**src/rtl/sm3_pad_blk_buf.sv**
```systemverilog
// Purpose: collects padded SM3 words from sm3_pad_core into 512-bit blocks held in a two-entry ping-pong buffer.
// Latency: a block is presented on blk_vld_o the cycle after its closing word is accepted; back-to-back reads give 1 block/cycle.
// Backpressure: pad_otpt_ena_o drops while the write-side buffer is still occupied; blk_* holds stable until blk_rdy_i.
//
// Ports:
//   clk, rst_n          rising-edge clock, asynchronous active-low reset
//   pad_otpt_d_i        padded word (WORD_DW bits), first word lands in blk_d_o[511 -: WORD_DW]
//   pad_otpt_vld_i      word valid; accepted only when pad_otpt_ena_o is also high
//   pad_otpt_lst_i      last word of the padded message
//   pad_otpt_ena_o      flow-control enable back to the pad core
//   blk_d_o/blk_vld_o/blk_lst_o/blk_rdy_i   block output, valid/ready handshake
//   err_o, err_clr_i    sticky protocol error flag and its synchronous clear

module sm3_pad_blk_buf #(
    parameter int WORD_DW = 32  // 32 or 64
) (
    input  logic               clk,
    input  logic               rst_n,
    input  logic [WORD_DW-1:0] pad_otpt_d_i,
    input  logic               pad_otpt_vld_i,
    input  logic               pad_otpt_lst_i,
    output logic               pad_otpt_ena_o,
    output logic [511:0]       blk_d_o,
    output logic               blk_vld_o,
    output logic               blk_lst_o,
    input  logic               blk_rdy_i,
    output logic               err_o,
    input  logic               err_clr_i
);

    localparam int BLK_WORDS = 512 / WORD_DW;
    localparam int WCW       = $clog2(BLK_WORDS);
    localparam logic [WCW-1:0] LAST_SLOT = WCW'(BLK_WORDS - 1);

    // Block storage is deliberately not reset; full_q qualifies it.
    logic [511:0]   blk_buf_q [2];

    logic [1:0]     full_q, full_d;
    logic [1:0]     lst_q, lst_d;
    logic           wr_ptr_q, wr_ptr_d;
    logic           rd_ptr_q, rd_ptr_d;
    logic [WCW-1:0] wcnt_q, wcnt_d;
    logic           err_q, err_d;

    logic           acc;
    logic           drop;
    logic           early_lst;
    logic           close;
    logic           rd;

    // Enable depends only on registered state so the pad core never sees a
    // combinational path from its own valid.
    assign pad_otpt_ena_o = ~full_q[wr_ptr_q];

    assign acc       = pad_otpt_vld_i & pad_otpt_ena_o;
    assign drop      = pad_otpt_vld_i & ~pad_otpt_ena_o;
    assign early_lst = acc & pad_otpt_lst_i & (wcnt_q != LAST_SLOT);
    assign close     = acc & ((wcnt_q == LAST_SLOT) | pad_otpt_lst_i);

    assign blk_vld_o = full_q[rd_ptr_q];
    assign blk_d_o   = blk_buf_q[rd_ptr_q];
    assign blk_lst_o = lst_q[rd_ptr_q];
    assign err_o     = err_q;

    assign rd = blk_vld_o & blk_rdy_i;

    always_comb begin
        full_d   = full_q;
        lst_d    = lst_q;
        wr_ptr_d = wr_ptr_q;
        rd_ptr_d = rd_ptr_q;
        wcnt_d   = wcnt_q;
        err_d    = err_q;

        // A read and a closing write always target different buffers: a write
        // needs full[wr_ptr]=0 and a read needs full[rd_ptr]=1.
        if (rd) begin
            full_d[rd_ptr_q] = 1'b0;
            rd_ptr_d         = ~rd_ptr_q;
        end

        if (acc) begin
            wcnt_d = wcnt_q + 1'b1;
        end

        if (close) begin
            full_d[wr_ptr_q] = 1'b1;
            lst_d[wr_ptr_q]  = pad_otpt_lst_i;
            wr_ptr_d         = ~wr_ptr_q;
            wcnt_d           = '0;
        end

        // Set has priority over the clear request.
        if (drop | early_lst) begin
            err_d = 1'b1;
        end else if (err_clr_i) begin
            err_d = 1'b0;
        end
    end

    always_ff @(posedge clk or negedge rst_n) begin
        if (!rst_n) begin
            full_q   <= '0;
            lst_q    <= '0;
            wr_ptr_q <= 1'b0;
            rd_ptr_q <= 1'b0;
            wcnt_q   <= '0;
            err_q    <= 1'b0;
        end else begin
            full_q   <= full_d;
            lst_q    <= lst_d;
            wr_ptr_q <= wr_ptr_d;
            rd_ptr_q <= rd_ptr_d;
            wcnt_q   <= wcnt_d;
            err_q    <= err_d;
        end
    end

    // Word write; an early last also zero-fills every slot after it so the
    // block closes in the same cycle.
    always_ff @(posedge clk) begin
        if (acc) begin
            for (int s = 0; s < BLK_WORDS; s++) begin
                if (s == int'(wcnt_q)) begin
                    blk_buf_q[wr_ptr_q][511 - s*WORD_DW -: WORD_DW] <= pad_otpt_d_i;
                end else if (early_lst && (s > int'(wcnt_q))) begin
                    blk_buf_q[wr_ptr_q][511 - s*WORD_DW -: WORD_DW] <= '0;
                end
            end
        end
    end

endmodule

```
**config.mk**
```make
export PLATFORM = sky130hd
export DESIGN_NAME = sm3_pad_blk_buf
export DESIGN_NICKNAME = d
export VERILOG_FILES = /design/src/rtl/sm3_pad_blk_buf.sv
export SDC_FILE = /design/constraint.sdc
export NUM_CORES = 1
export LEC_CHECK = 0
export ABC_AREA = 1
export CORE_ASPECT_RATIO = 1.4
export CORE_UTILIZATION = 55
export DETAILED_ROUTE_END_ITERATION = 8
export PLACE_DENSITY_LB_ADDON = 0.15
export SLEW_MARGIN = 10
export SYNTH_ARGS = -nofsm -noshare
export SYNTH_HDL_FRONTEND = slang
export SYNTH_SLANG_ARGS = --single-unit
```
**constraint.sdc**
```tcl
create_clock -name clk -period 8.8 [get_ports clk]
set_input_delay 1.76 -clock clk [delete_from_list [all_inputs] [get_ports clk]]
set_output_delay 1.76 -clock clk [all_outputs]
set_load 0.1 [all_outputs]
```
# Yosys cells after proc, flatten, opt, wreduce, memory -nomap -nowiden

Memory sizes are Yosys's and may differ from the RTL's.
Index checks and enable logic that the tools add are counted.

Register bits: 11
RAM bits: 1024
Input bits: 38
Output and inout port bits: 516
Word-level logic and storage cells: 233
Memories: 1

Memory list:

| name      | words | bits a word | read ports | clocked after Yosys merged registers in | wr ports | line | text |
|---|---|---|---|---|---|---|---|
| blk_buf_q | 2     | 512         | 1          | 0                                       | 1        | 36   | `logic [511:0] blk_buf_q [2];` |

Add/sub/neg operators: 1
$lt $le $gt $ge: 19
Eq/ne operators: 17
Mux-type cells: 140
Bitwise operators: 29
Reduce and logical (&&, ||, !) cells: 20

Operators by type and width:

| kind                                                       | count |
|---|---|
| two-way mux 32 bit                                         | 15 |
| two-way mux 1 bit                                          | 118 |
| == test 4 bit, first input constant                        | 8 |
| > comparator 4 bit, first input constant                   | 8 |
| logical AND 1 bit                                          | 17 |
| bitwise OR 1 bit                                           | 17 |
| == test 3 x 4 -> 1 bit, first input constant               | 4 |
| > comparator 3 x 4 -> 1 bit, first input constant          | 4 |
| == test 2 x 4 -> 1 bit, first input constant               | 2 |
| > comparator 2 x 4 -> 1 bit, first input constant          | 2 |
| two-way mux 4 bit                                          | 2 |
| bitwise AND 1 bit                                          | 6 |
| adder 4 x 1 -> 4 bit, second input constant                | 1 |
| == test 1 x 4 -> 1 bit, first input constant               | 1 |
| == test 4 bit, second input constant                       | 1 |
| > comparator 1 x 4 -> 1 bit, first input constant          | 1 |
| zero test 4 bit                                            | 1 |
| less-than comparator 1 x 2 -> 1 bit, second input constant | 2 |
| two-way mux 2 bit                                          | 2 |
| != test 4 bit, second input constant                       | 1 |
| nonzero test 2 bit                                         | 2 |
| inverter 1 bit                                             | 3 |
| bitwise AND 2 bit                                          | 1 |
| bitwise mux 2 bit                                          | 1 |
| other kinds (4)                                            | 6 |

# Longest topological paths before layout

Depth in word-level cells: 12
Mapped depth: 10
Depth with buffers taken out: 9

# Worst setup path after synthesis

OpenSTA, ideal clock, no wires.

Path kind: input to register
From: input pad_otpt_vld_i
To: memory blk_buf_q[1][480], enable pin
Setup time: 0.502 ns
Arrival: 5.100 ns
Required time: 8.298 ns
Setup slack: 3.198 ns
Cell stages on the path: 3
Buffers on the path: 1
Cell sequence: nand3_2 -> buf_2 -> nor4_1

Longest elaborated chain between the ends: 3

Ends and longest elaborated chain:

| element                                 | line | text |
|---|---|---|
| from (decl)                             | 20   | `input logic pad_otpt_vld_i,` |
| bitwise AND 1 bit                       | 55   | `assign acc = pad_otpt_vld_i & pad_otpt_ena_o;` |
| two-way mux 1 bit                       | 122  | `if (acc) begin` |
| two-way mux 1 bit (implied by the code) | 125  | `blk_buf_q[wr_ptr_q][511 - s*WORD_DW -: WORD_DW] <= pad_otpt_d_i;` |
| to (decl)                               | 36   |  |

No other way between the ends.

# Worst setup path in the final report

From: register rd_ptr_q
To: output blk_d_o[349]

Longest elaborated chain between the ends: 1

Ends and longest elaborated chain:

| element                   | line | text |
|---|---|---|
| from (decl)               | 41   | `logic rd_ptr_q, rd_ptr_d;` |
| from (signal assigned)    | 113  | `rd_ptr_q <= rd_ptr_d;` |
| memory read (2 x 512 bit) | --   |  |
| to (decl)                 | 23   | `output logic [511:0] blk_d_o,` |

No other way between the ends.

==> flow_summary.yaml <==
clocking:
  cts_made_buffers: 92
  cts-resized-gates: 0
  cts.root.buffer_cell: "clkbuf_16"
  cts_tree: "done"
  cts_hold_repair.buffers: 0
  clk_path_buf_depth: 3
  insertion_delay_ns: 0.67
  htreeDepth: 3
  worst_setup_hold_path_clk_slew_ns: 0.06
  cts_num_sinks: 1035
  cts_setup_buffers: 0
synthesis:
  ys_seq_area_share_pct: 76.5
  synth-seq-cells: 1035
  ys_warn_count: 0
  syn-instance-count: 3452
  synthesis.area_um2: 40600
  synth-compound-area-share_pct: 0.484
  synthMuxAreaShare_pct: 0
  yosysTopAreaCell: "edfxtp_1"
  synth_nets: 3496
  synth-xor-area-share_pct: 0
  synth_top_family_by_area: "simple AND/OR/NAND/NOR gates"
  synthAdderAreaFrac_pct: 0.185
  synth_top_area_share_pct: 75.8
  yosys.area_share.simple_pct: 19.8
  synth.avg_cell_area_um2: 11.8
  synth.distinct_cells: 25
  synthTopCellsByArea: "edfxtp_1, nand2_1, nor2_1, clkbuf_1, buf_2"
timing:
  tns_ns: 0
  fin_skew_ns: 0.0189
  fmax_ghz: 0.149
  setup_viol: 0
  finalMaxSlewViolations: 0
  min_period_ns: 6.69
  tightest_slew_ns: 1.27
  final_hold_viol_count: 0
  fin_ws_ns: 2.11
  slew_headroom_pct: 15.1
  rsz0062_at_grt: "no"
  period_share_pct: 76.1
drt:
  viasPerCell: 5.54
  dr_total_vias: 27700
  wl_per_cell_um: 25.1
  drc_errors: 0
  drt_iter0_drc: 3136
  wl_mm: 125
  dr.pass1.iters: 5
  drtAntennaViolNets: 0
grt:
  grt_use_total_pct: 33.3
  grt_max_degree: 186
  grt_pass1_wl_mm: 175
  antenna_found_initial: 4
  grt_pass1_vias: 26200
  grt-ovfl-total: 0
place:
  routabilityCongestion: 0.850
  port_buffers: 553
  dpl_worst_slack_ns: 2.85
  hpwl_mm: 75.0
floorplanning:
  io_pins: 554
  initial_core_util_pct: 55.7
  num_rows: 117
  core_area_um2: 72900
  die_area_um2: 74900
  die_x_um: 232
  die_h_um: 323
worst_hold_path:
  worstHoldPathType: "register to register"
cells_and_area:
  layout_common_cells: "nand2_1, edfxtp_1, clkdlybuf4s50_1"
  utilization_pct: 68.7
  area_growth_pct: 23.4
  final_common_cell: "nand2_1"
  drive_gt1_share_pct: 6.68
  final_net_count: 4014
worst_setup_path:
  required_ns: 7.04
  crit_fanout: 175
  crit_type: "register to primary output"
  cp.arrival_ns: 4.93
  cp-start-kind: "register"
  cp-end-kind: "primary output"
run_status:
  status: "complete, no violations"
run:
  cap_violations: 0
final cells by class:
cell class | instances | area (µm²)
multi-input combinational | 2151 | 8610
tap | 952 | 1190
fill | 5187 | 22800
sequential | 1035 | 31000
clock inverter | 54 | 427
inverter | 67 | 259
clock buffer | 112 | 2460
antenna | 2 | 5.00
timing repair buffer | 623 | 6100
per-layer routing:
metal / vias to the layer above / share of wire, % / GRT usage [%]
met1: 13500 / 36 / 41.9
met5: - / 0 / 0
met3: 270 / 10 / 8.24
met2: 1541 / 48 / 54.1
li1: 12400 / - / -
met4: 0 / 5.0 / 16.1
worst max-delay path, cell delays in order (launching register included):
cell	delay (ns)
dfrtp_4	0.80
inv_8	0.77
buf_4	0.76
nand2_1	0.10
nand2_1	0.23
clkdlybuf4s50_1	1.18
stage by stage:
step	cell area [µm²]	hold slack, ns	cells
after floorplan	40600	0.442	3452
after global placement	47200	0.455	4828
after detailed placement	47200	0.461	4828
after CTS	50100	0.475	4994
after global routing	50100	0.507	4995
final	50100	0.473	4996
Yosys cell counts, drive strengths merged:
master	number
a21oi	27
buf	88
clkbuf	111
clkinv	1
dfrtp	11
edfxtp	1024
ha	6
inv	66
nand2	1579
nand3	20
nand4	1
nor2	500
nor3	2
nor4	2
o21ai	11
o22ai	1
or2	2
registers in the layout, indices dropped and copies added (netlist names):
name	cells
wr_ptr_q	1
full_q	2
rd_ptr_q	1
err_o	1
wcnt_q	4
lst_q	2
blk_buf_q	1024
cells by family after synthesis:
| family | after synthesis |
|---|---|
| adders and majority gates | 6 |
| DFF | 1035 |
| AOI/OAI and AO/OA | 39 |
| and+or+nand+nor | 2106 |
| buffers and inverters | 266 |
worst paths after layout:
check | cells after the start | endpoint | slack, ns | from
min in group asynchronous | 1 | err_o | 1.51 | rst_n
min | 2 | lst_q[1] | 0.47 | lst_q[1]
max | 5 | blk_d_o[349] | 2.11 | rd_ptr_q
min reg2reg | 2 | lst_q[1] | 0.47 | lst_q[1]
max in group asynchronous | 1 | rd_ptr_q | 6.81 | rst_n
max reg2reg | 7 | blk_buf_q[1][314] | 5.06 | wr_ptr_q
Power is left out: the tool's default activity adds up to more than one toggle a clock period on the data nets, which glitch-free logic cannot reach.
